==> config.mk <==
export PLATFORM = sky130hd
export DESIGN_NAME = spi_target_wb_flat
export DESIGN_NICKNAME = d
export VERILOG_FILES = /design/src/rtl/spi_target_wb_if.sv /design/src/rtl/spi_target_wb.sv /design/src/flat_wrapper.sv
export SDC_FILE = /design/constraint.sdc
export NUM_CORES = 1
export LEC_CHECK = 0
export CAP_MARGIN = 20
export CORE_MARGIN = 2
export CORE_UTILIZATION = 30
export DETAILED_ROUTE_END_ITERATION = 7
export PLACE_DENSITY = 0.69
export SETUP_SLACK_MARGIN = 0.05
export SYNTH_ARGS = -nofsm -noshare
export SYNTH_HDL_FRONTEND = slang
export SYNTH_SLANG_ARGS = --single-unit
==> constraint.sdc <==
create_clock -name wb_clk_i -period 2.65 [get_ports wb_clk_i]
set_clock_uncertainty 0.2 [all_clocks]
set_input_delay 0.53 -clock wb_clk_i [delete_from_list [all_inputs] [get_ports wb_clk_i]]
set_output_delay 0.53 -clock wb_clk_i [all_outputs]
set_load 0.05 [all_outputs]
==> src/rtl/spi_target_wb_if.sv <==
// Wishbone classic slave bus bundle for the SPI target endpoint.
interface spi_target_wb_if;
    logic [31:0] wb_adr_i;
    logic [31:0] wb_dat_i;
    logic [31:0] wb_dat_o;
    logic        wb_we_i;
    logic [3:0]  wb_sel_i;
    logic        wb_stb_i;
    logic        wb_cyc_i;
    logic        wb_ack_o;

    modport master (
        output wb_adr_i, wb_dat_i, wb_we_i, wb_sel_i, wb_stb_i, wb_cyc_i,
        input  wb_dat_o, wb_ack_o
    );

    modport slave (
        input  wb_adr_i, wb_dat_i, wb_we_i, wb_sel_i, wb_stb_i, wb_cyc_i,
        output wb_dat_o, wb_ack_o
    );
endinterface

==> src/rtl/spi_target_wb.sv <==
// SPI mode-0 target with one RX and one TX byte buffer behind a Wishbone slave.
// Optional level interrupt output when SPI_TARGET_IRQ_EN is defined.
module spi_target_wb #(
    parameter logic [7:0]  IDLE_BYTE   = 8'hFF,
    parameter int unsigned SYNC_STAGES = 2
) (
    input  logic            wb_clk_i,
    input  logic            wb_rst_i,
    spi_target_wb_if.slave  wb,
    input  logic            spi_ss_n,
    input  logic            spi_sck,
    input  logic            spi_mosi,
    output logic            spi_miso,
    output logic            spi_miso_oe
`ifdef SPI_TARGET_IRQ_EN
    ,
    output logic            irq
`endif
);

    localparam int unsigned CNT_W  = 3;
    localparam int unsigned BYTE_W = 8;

    typedef enum logic {
        ST_IDLE = 1'b0,
        ST_SEL  = 1'b1
    } state_e;

    state_e                  state;
    logic [SYNC_STAGES-1:0]  ss_sync;
    logic [SYNC_STAGES-1:0]  sck_sync;
    logic [SYNC_STAGES-1:0]  mosi_sync;
    logic                    ss_d;
    logic                    sck_d;

    logic [CNT_W-1:0]        bit_cnt;
    logic [BYTE_W-1:0]       rx_shift;
    logic [BYTE_W-1:0]       tx_shift;
    logic [BYTE_W-1:0]       rx_data;
    logic [BYTE_W-1:0]       tx_hold;
    logic                    rx_valid;
    logic                    tx_full;
    logic                    rx_ovr;
    logic                    tx_udr;
    logic                    enable;
`ifdef SPI_TARGET_IRQ_EN
    logic                    ie_rx;
    logic                    ie_tx;
    logic                    ie_err;
`endif

    logic                    ss_s_c, sck_s_c, mosi_s_c;
    logic                    ss_fall_c, sck_rise_c, sck_fall_c;
    logic                    start_c, leave_c, run_c;
    logic                    rise_c, fall_c, byte_done_c, reload_c, rx_take_c;
    logic [BYTE_W-1:0]       reload_val_c;
    logic [BYTE_W-1:0]       rx_byte_c;
    logic                    acc_c, data_rd_c, data_wr_c, stat_wr_c, ctrl_wr_c;
    logic [1:0]              reg_sel_c;
    logic [31:0]             rd_data_c;
    logic                    unused_bits_c;

    assign ss_s_c   = ss_sync[SYNC_STAGES-1];
    assign sck_s_c  = sck_sync[SYNC_STAGES-1];
    assign mosi_s_c = mosi_sync[SYNC_STAGES-1];

    // Event decode: frame start/stop, SCK edges and byte boundaries
    always_comb begin
        ss_fall_c    = ss_d & ~ss_s_c;
        sck_rise_c   = sck_s_c & ~sck_d;
        sck_fall_c   = ~sck_s_c & sck_d;
        start_c      = (state == ST_IDLE) & ss_fall_c & enable;
        leave_c      = (state == ST_SEL) & (ss_s_c | ~enable);
        run_c        = (state == ST_SEL) & ~leave_c;
        rise_c       = run_c & sck_rise_c;
        fall_c       = run_c & sck_fall_c;
        byte_done_c  = rise_c & (bit_cnt == CNT_W'(7));
        reload_c     = start_c | (fall_c & (bit_cnt == CNT_W'(0)));
        reload_val_c = tx_full ? tx_hold : IDLE_BYTE;
        rx_byte_c    = {rx_shift[BYTE_W-2:0], mosi_s_c};
        // A DATA read in the completion cycle frees the slot for the new byte
        rx_take_c    = byte_done_c & (~rx_valid | data_rd_c);
    end

    // Bus access decode and read mux
    always_comb begin
        acc_c     = wb.wb_cyc_i & wb.wb_stb_i & ~wb.wb_ack_o;
        reg_sel_c = wb.wb_adr_i[3:2];
        data_rd_c = acc_c & ~wb.wb_we_i & (reg_sel_c == 2'd0);
        data_wr_c = acc_c &  wb.wb_we_i & (reg_sel_c == 2'd0);
        stat_wr_c = acc_c &  wb.wb_we_i & (reg_sel_c == 2'd1);
        ctrl_wr_c = acc_c &  wb.wb_we_i & (reg_sel_c == 2'd2);
        rd_data_c = '0;
        case (reg_sel_c)
            2'd0: rd_data_c = 32'(rx_data);
            2'd1: rd_data_c = 32'({(state == ST_SEL), tx_udr, rx_ovr, ~tx_full, rx_valid});
`ifdef SPI_TARGET_IRQ_EN
            2'd2: rd_data_c = 32'({ie_err, ie_tx, ie_rx, enable});
`else
            2'd2: rd_data_c = 32'(enable);
`endif
            default: rd_data_c = '0;
        endcase
    end

    assign unused_bits_c = ^{wb.wb_adr_i[31:4], wb.wb_adr_i[1:0], wb.wb_sel_i,
                             wb.wb_dat_i[31:8], rx_shift[BYTE_W-1], tx_shift[BYTE_W-1]};

    always_ff @(posedge wb_clk_i) begin
        if (wb_rst_i) begin
            state       <= ST_IDLE;
            ss_sync     <= '1;
            sck_sync    <= '0;
            mosi_sync   <= '0;
            ss_d        <= 1'b1;
            sck_d       <= 1'b0;
            bit_cnt     <= '0;
            rx_shift    <= '0;
            tx_shift    <= '0;
            rx_data     <= '0;
            tx_hold     <= '0;
            rx_valid    <= 1'b0;
            tx_full     <= 1'b0;
            rx_ovr      <= 1'b0;
            tx_udr      <= 1'b0;
            enable      <= 1'b0;
            spi_miso    <= 1'b0;
            spi_miso_oe <= 1'b0;
            wb.wb_ack_o <= 1'b0;
            wb.wb_dat_o <= '0;
`ifdef SPI_TARGET_IRQ_EN
            ie_rx       <= 1'b0;
            ie_tx       <= 1'b0;
            ie_err      <= 1'b0;
            irq         <= 1'b0;
`endif
        end else begin
            ss_sync     <= {ss_sync[SYNC_STAGES-2:0], spi_ss_n};
            sck_sync    <= {sck_sync[SYNC_STAGES-2:0], spi_sck};
            mosi_sync   <= {mosi_sync[SYNC_STAGES-2:0], spi_mosi};
            ss_d        <= ss_s_c;
            sck_d       <= sck_s_c;

            wb.wb_ack_o <= acc_c;
            wb.wb_dat_o <= (acc_c & ~wb.wb_we_i) ? rd_data_c : '0;

            if (ctrl_wr_c) begin
                enable <= wb.wb_dat_i[0];
`ifdef SPI_TARGET_IRQ_EN
                ie_rx  <= wb.wb_dat_i[1];
                ie_tx  <= wb.wb_dat_i[2];
                ie_err <= wb.wb_dat_i[3];
`endif
            end

            if (data_wr_c) begin
                tx_hold <= wb.wb_dat_i[BYTE_W-1:0];
            end

            // Set conditions take priority over software clears
            if (data_wr_c) begin
                tx_full <= 1'b1;
            end else if (reload_c) begin
                tx_full <= 1'b0;
            end

            if (reload_c & ~tx_full) begin
                tx_udr <= 1'b1;
            end else if (stat_wr_c & wb.wb_dat_i[3]) begin
                tx_udr <= 1'b0;
            end

            if (byte_done_c & ~rx_take_c) begin
                rx_ovr <= 1'b1;
            end else if (stat_wr_c & wb.wb_dat_i[2]) begin
                rx_ovr <= 1'b0;
            end

            if (rx_take_c) begin
                rx_valid <= 1'b1;
                rx_data  <= rx_byte_c;
            end else if (data_rd_c) begin
                rx_valid <= 1'b0;
            end

            // Frame state and shift path
            case (state)
                ST_IDLE: begin
                    if (start_c) begin
                        state       <= ST_SEL;
                        bit_cnt     <= '0;
                        rx_shift    <= '0;
                        tx_shift    <= reload_val_c;
                        spi_miso    <= reload_val_c[BYTE_W-1];
                        spi_miso_oe <= 1'b1;
                    end
                end
                ST_SEL: begin
                    if (leave_c) begin
                        state       <= ST_IDLE;
                        bit_cnt     <= '0;
                        rx_shift    <= '0;
                        spi_miso    <= 1'b0;
                        spi_miso_oe <= 1'b0;
                    end else begin
                        if (rise_c) begin
                            rx_shift <= rx_byte_c;
                            bit_cnt  <= bit_cnt + CNT_W'(1);
                        end
                        if (fall_c) begin
                            if (bit_cnt == CNT_W'(0)) begin
                                tx_shift <= reload_val_c;
                                spi_miso <= reload_val_c[BYTE_W-1];
                            end else begin
                                tx_shift <= {tx_shift[BYTE_W-2:0], 1'b0};
                                spi_miso <= tx_shift[BYTE_W-2];
                            end
                        end
                    end
                end
                default: state <= ST_IDLE;
            endcase

`ifdef SPI_TARGET_IRQ_EN
            irq <= enable & ((ie_rx & rx_valid) | (ie_tx & ~tx_full) |
                             (ie_err & (rx_ovr | tx_udr)));
`endif
        end
    end

endmodule

==> src/flat_wrapper.sv <==
// flat-port wrapper written by rule: the top's interface ports become plain ports
module spi_target_wb_flat 
#(
    parameter logic [7:0]  IDLE_BYTE   = 8'hFF,
    parameter int unsigned SYNC_STAGES = 2
)
  (wb_clk_i, wb_rst_i, spi_ss_n, spi_sck, spi_mosi, spi_miso, spi_miso_oe, wb_wb_adr_i, wb_wb_dat_i, wb_wb_we_i, wb_wb_sel_i, wb_wb_stb_i, wb_wb_cyc_i, wb_wb_dat_o, wb_wb_ack_o);
  spi_target_wb_if wb_i ();
  input  logic wb_clk_i;
  input  logic wb_rst_i;
  input  logic spi_ss_n;
  input  logic spi_sck;
  input  logic spi_mosi;
  output logic spi_miso;
  output logic spi_miso_oe;
  input wire logic [$bits(wb_i.wb_adr_i)-1:0] wb_wb_adr_i;
  input wire logic [$bits(wb_i.wb_dat_i)-1:0] wb_wb_dat_i;
  input wire logic [$bits(wb_i.wb_we_i)-1:0] wb_wb_we_i;
  input wire logic [$bits(wb_i.wb_sel_i)-1:0] wb_wb_sel_i;
  input wire logic [$bits(wb_i.wb_stb_i)-1:0] wb_wb_stb_i;
  input wire logic [$bits(wb_i.wb_cyc_i)-1:0] wb_wb_cyc_i;
  output wire logic [$bits(wb_i.wb_dat_o)-1:0] wb_wb_dat_o;
  output wire logic [$bits(wb_i.wb_ack_o)-1:0] wb_wb_ack_o;
  assign wb_i.wb_adr_i = wb_wb_adr_i;
  assign wb_i.wb_dat_i = wb_wb_dat_i;
  assign wb_i.wb_we_i = wb_wb_we_i;
  assign wb_i.wb_sel_i = wb_wb_sel_i;
  assign wb_i.wb_stb_i = wb_wb_stb_i;
  assign wb_i.wb_cyc_i = wb_wb_cyc_i;
  assign wb_wb_dat_o = wb_i.wb_dat_o;
  assign wb_wb_ack_o = wb_i.wb_ack_o;
  spi_target_wb #(.IDLE_BYTE(IDLE_BYTE), .SYNC_STAGES(SYNC_STAGES)) u_core (.wb_clk_i(wb_clk_i), .wb_rst_i(wb_rst_i), .wb(wb_i), .spi_ss_n(spi_ss_n), .spi_sck(spi_sck), .spi_mosi(spi_mosi), .spi_miso(spi_miso), .spi_miso_oe(spi_miso_oe));
endmodule
==> qor.txt <==
DRC viols -> 0
Vias -> 1,901
Hold Path Origin -> u_core.ss_sync[0]
Static Leakage -> 1.141 nW
Hold WS -> 0.2144 ns
ANT cells -> 0
R2R Setup Slk -> 0.64 ns
Share of cells above drive strength 1 -> 10.26%
Hpwl dp -> 3400 µm
Synth Cell Area -> 0.002592 mm²
CTS Sinks -> 58
Die width -> 96.96 µm
Clock Power Share -> 44.4%
Number of H-tree levels -> 3
Mapped Cells -> 277
NetSw -> 460.1 µW
Worst Hold Path Cells -> 1
Synth unique cells -> 46
Max Cap Viol -> 0
Leading area contributor after synthesis -> dfxtp_1
Most frequent cells after synthesis -> dfxtp_1 (58), buf_4 (25), mux2i_1 (22)
Count leader, synth -> dfxtp_1
Hold Path End -> u_core.ss_sync[1]
Async SR Flop Fraction -> 0%
Fmax -> 448.6 MHz
WL final -> 4863 µm
Final worst-path cycle share -> 84.11%
DRT Pass-1 Iters -> 4
Final RePlAce weighted congestion -> 0.8072
Final Hold Viols -> 0
CTS Root Cell -> clkbuf_8
Worst Path Required -> 1.92 ns
Nets -> 386
Sequential share of power -> 47.5%
Area Overhead vs Synth -> 18.58%
EDFF count, synth -> 0
Outcome -> complete, no violations
Initial antenna violation count -> 0
Final Setup Violations -> 0
Crit-path max FO -> 2
Slowest-stage cell, CP -> clkdlybuf4s50_1
Fin. max-slew vios -> 0
Critical path type -> reg2out
Switch share -> 24.71%
Area contributors post-synth -> dfxtp_1 (45%), mux2i_1 (8.5%), buf_4 (7.2%)
HP Class -> reg2reg
Total grt overflow -> 0
CP startpoint kind -> flop
Slew @ Worst Pin -> 0.5091 ns
TritonCTS clock tree -> built
Hold buffer count at cts -> 0
Number of global-route vias before repair -> 1,798
Postcts setup bufs -> 0
Power per cell area -> 605.5 mW/mm²
Number of fill cells in the layout -> 863
IO Port Bufs -> 28
Clock buffer depth -> 2
Full die area -> 0.009401 mm²
Post-DR wirelength/cell -> 11.66 µm
Cell area after layout -> 0.003074 mm²
R2R cell count -> 6
RSZ-0062 raised after global routing -> no
Core Box Area -> 0.008299 mm²
Avg Inst Size Synth -> 9.359 µm²
Global-route wire length before repair -> 8128 µm
DR vias/cell -> 4.559
Number of buffers created by CTS -> 9
Die height -> 96.96 µm
Crit. End Element -> output port
Worst path top cell family by delay -> buffers and inverters
Core Util, Final -> 37.04%
Combinational power share -> 8.1%
Initial Util -> 31.24%
CP bufs+invs -> 1
I/O pins -> 111
Worst EP arrival -> 1.50 ns
Worst R2R Start -> u_core.bit_cnt[0]
Post-route minimum period -> 2.229 ns
Cell-internal power -> 1.401 mW
#FFs+latches synth -> 58
Largest net degree at the start of global routing -> 30
Rel. slew slack -> 65.96%
Top_reg_cell synth -> dfxtp_1
CP cell instances -> clkdlybuf4s50_1
FP Rows -> 33
CTS resizes -> 0
Crit-path max cell delay -> 0.82 ns
Synth warn -> 0
Fin Setup TNS -> 0 ns
Antenna viol nets, final -> 0
Peak supply drop -> 0.2851 mV
Initial DRC count -> 93
Reg-to-reg endpoint -> u_core.spi_miso
Clock transition at the registers of the reported paths -> 0.06 ns
Global Route Usage Sum -> 10.65%
Post-synthesis sequential area ratio -> 44.79%
Yosys top cell area share -> 44.79%
Placed cell area -> 0.002870 mm²
Skew-Pair Late Insertion Delay -> 0.33 ns
Critical Path Start -> u_core.spi_miso_oe
## power groups by stage
| stage | logic [mW] | clock network (mW) | registers [mW] |
|---|---|---|---|
| 2_1_floorplan | 0.138 | 0 | 0.905 |
| 3_3_place_gp | 0.151 | 0 | 0.903 |
| 3_5_place_dp | 0.152 | 0 | 0.904 |
| 4_1_cts | 0.152 | 0.847 | 0.884 |
| 5_1_grt | 0.159 | 0.885 | 0.884 |
| 6_report | 0.151 | 0.826 | 0.884 |
## cells by family (layout without fill, tap and decap cells)
kind of cell,after synthesis,after routing,synth area share (%)
AND/OR/NAND/NOR,108,108,22.88
flip-flops,58,58,44.79
buffers and inverters,44,56,11.05
AO/OA/AOI/OAI,41,41,11.20
multiplexers,22,22,8.494
adder cells (fa/ha/maj),3,3,1.448
other,1,24,0.1446
## per-stage QoR
step	instances	total power [mW]	setup slack (ns)
after floorplan	300	1.043	0.8785
after global placement	401	1.055	0.1713
after detailed placement	401	1.055	0.1610
after CTS	417	1.883	0.3939
after global routing	417	1.929	0.3662
final	417	1.861	0.4210
## worst max path at each step
| stage | cells past startpoint | to |
|---|---|---|
| 2_1_floorplan | 5 | u_core.rx_data[0] |
| 6_report | 1 | spi_miso_oe |
| 5_1_grt | 1 | spi_miso_oe |
| 3_3_place_gp | 5 | u_core.tx_hold[4] |
| 3_5_place_dp | 5 | u_core.tx_hold[0] |
| 4_1_cts | 1 | spi_miso_oe |
## per-layer routing
layer | track usage, % | wire length [µm]
met5 | 0 | 0
met4 | 4.225 | 48
met3 | 4.697 | 319
met2 | 16.83 | 2256
met1 | 12.67 | 2239
## state kept, by name, indices dropped and copies added (netlist names), 2 cells and up
register	cells
u_core.bit_cnt	3
u_core.ss_sync	2
u_core.wb.wb_dat_o	8
u_core.rx_shift	7
u_core.sck_sync	2
u_core.tx_shift	7
u_core.tx_hold	8
u_core.rx_data	8
u_core.mosi_sync	2
## final cells by class
| type | count | area (µm²) | area share [%] |
|---|---|---|---|
| flip-flops and latches | 58 | 1161 | 37.77 |
| repair buffers | 35 | 327.8 | 10.66 |
| clock buffers | 11 | 151.4 | 4.925 |
| well taps | 105 | 131.4 | 4.274 |
| clock inverters | 5 | 52.55 | 1.709 |
| multi-input cells | 198 | 1231 | 40.05 |
| inverters | 5 | 18.77 | 0.6105 |
## cells in the final DEF, fill, tap and decap left out, types with 2 or more instances in the layout
cell / instances
and2_1: 4
a21oi_1: 19
nand3b_1: 9
inv_1: 4
a31oi_1: 2
nor2_1: 20
nand2b_1: 19
mux2i_1: 22
and3b_1: 3
nand3_1: 11
clkbuf_8: 11
o21ai_0: 2
nor3_1: 2
ha_1: 3
o311ai_0: 6
conb_1: 24
or2_2: 3
or3_1: 2
clkinv_2: 3
clkdlybuf4s50_1: 27
dfxtp_1: 58
o211ai_1: 2
nand2_1: 19
buf_4: 7
nor2b_1: 8
Power figures use the tool's default switching activity.
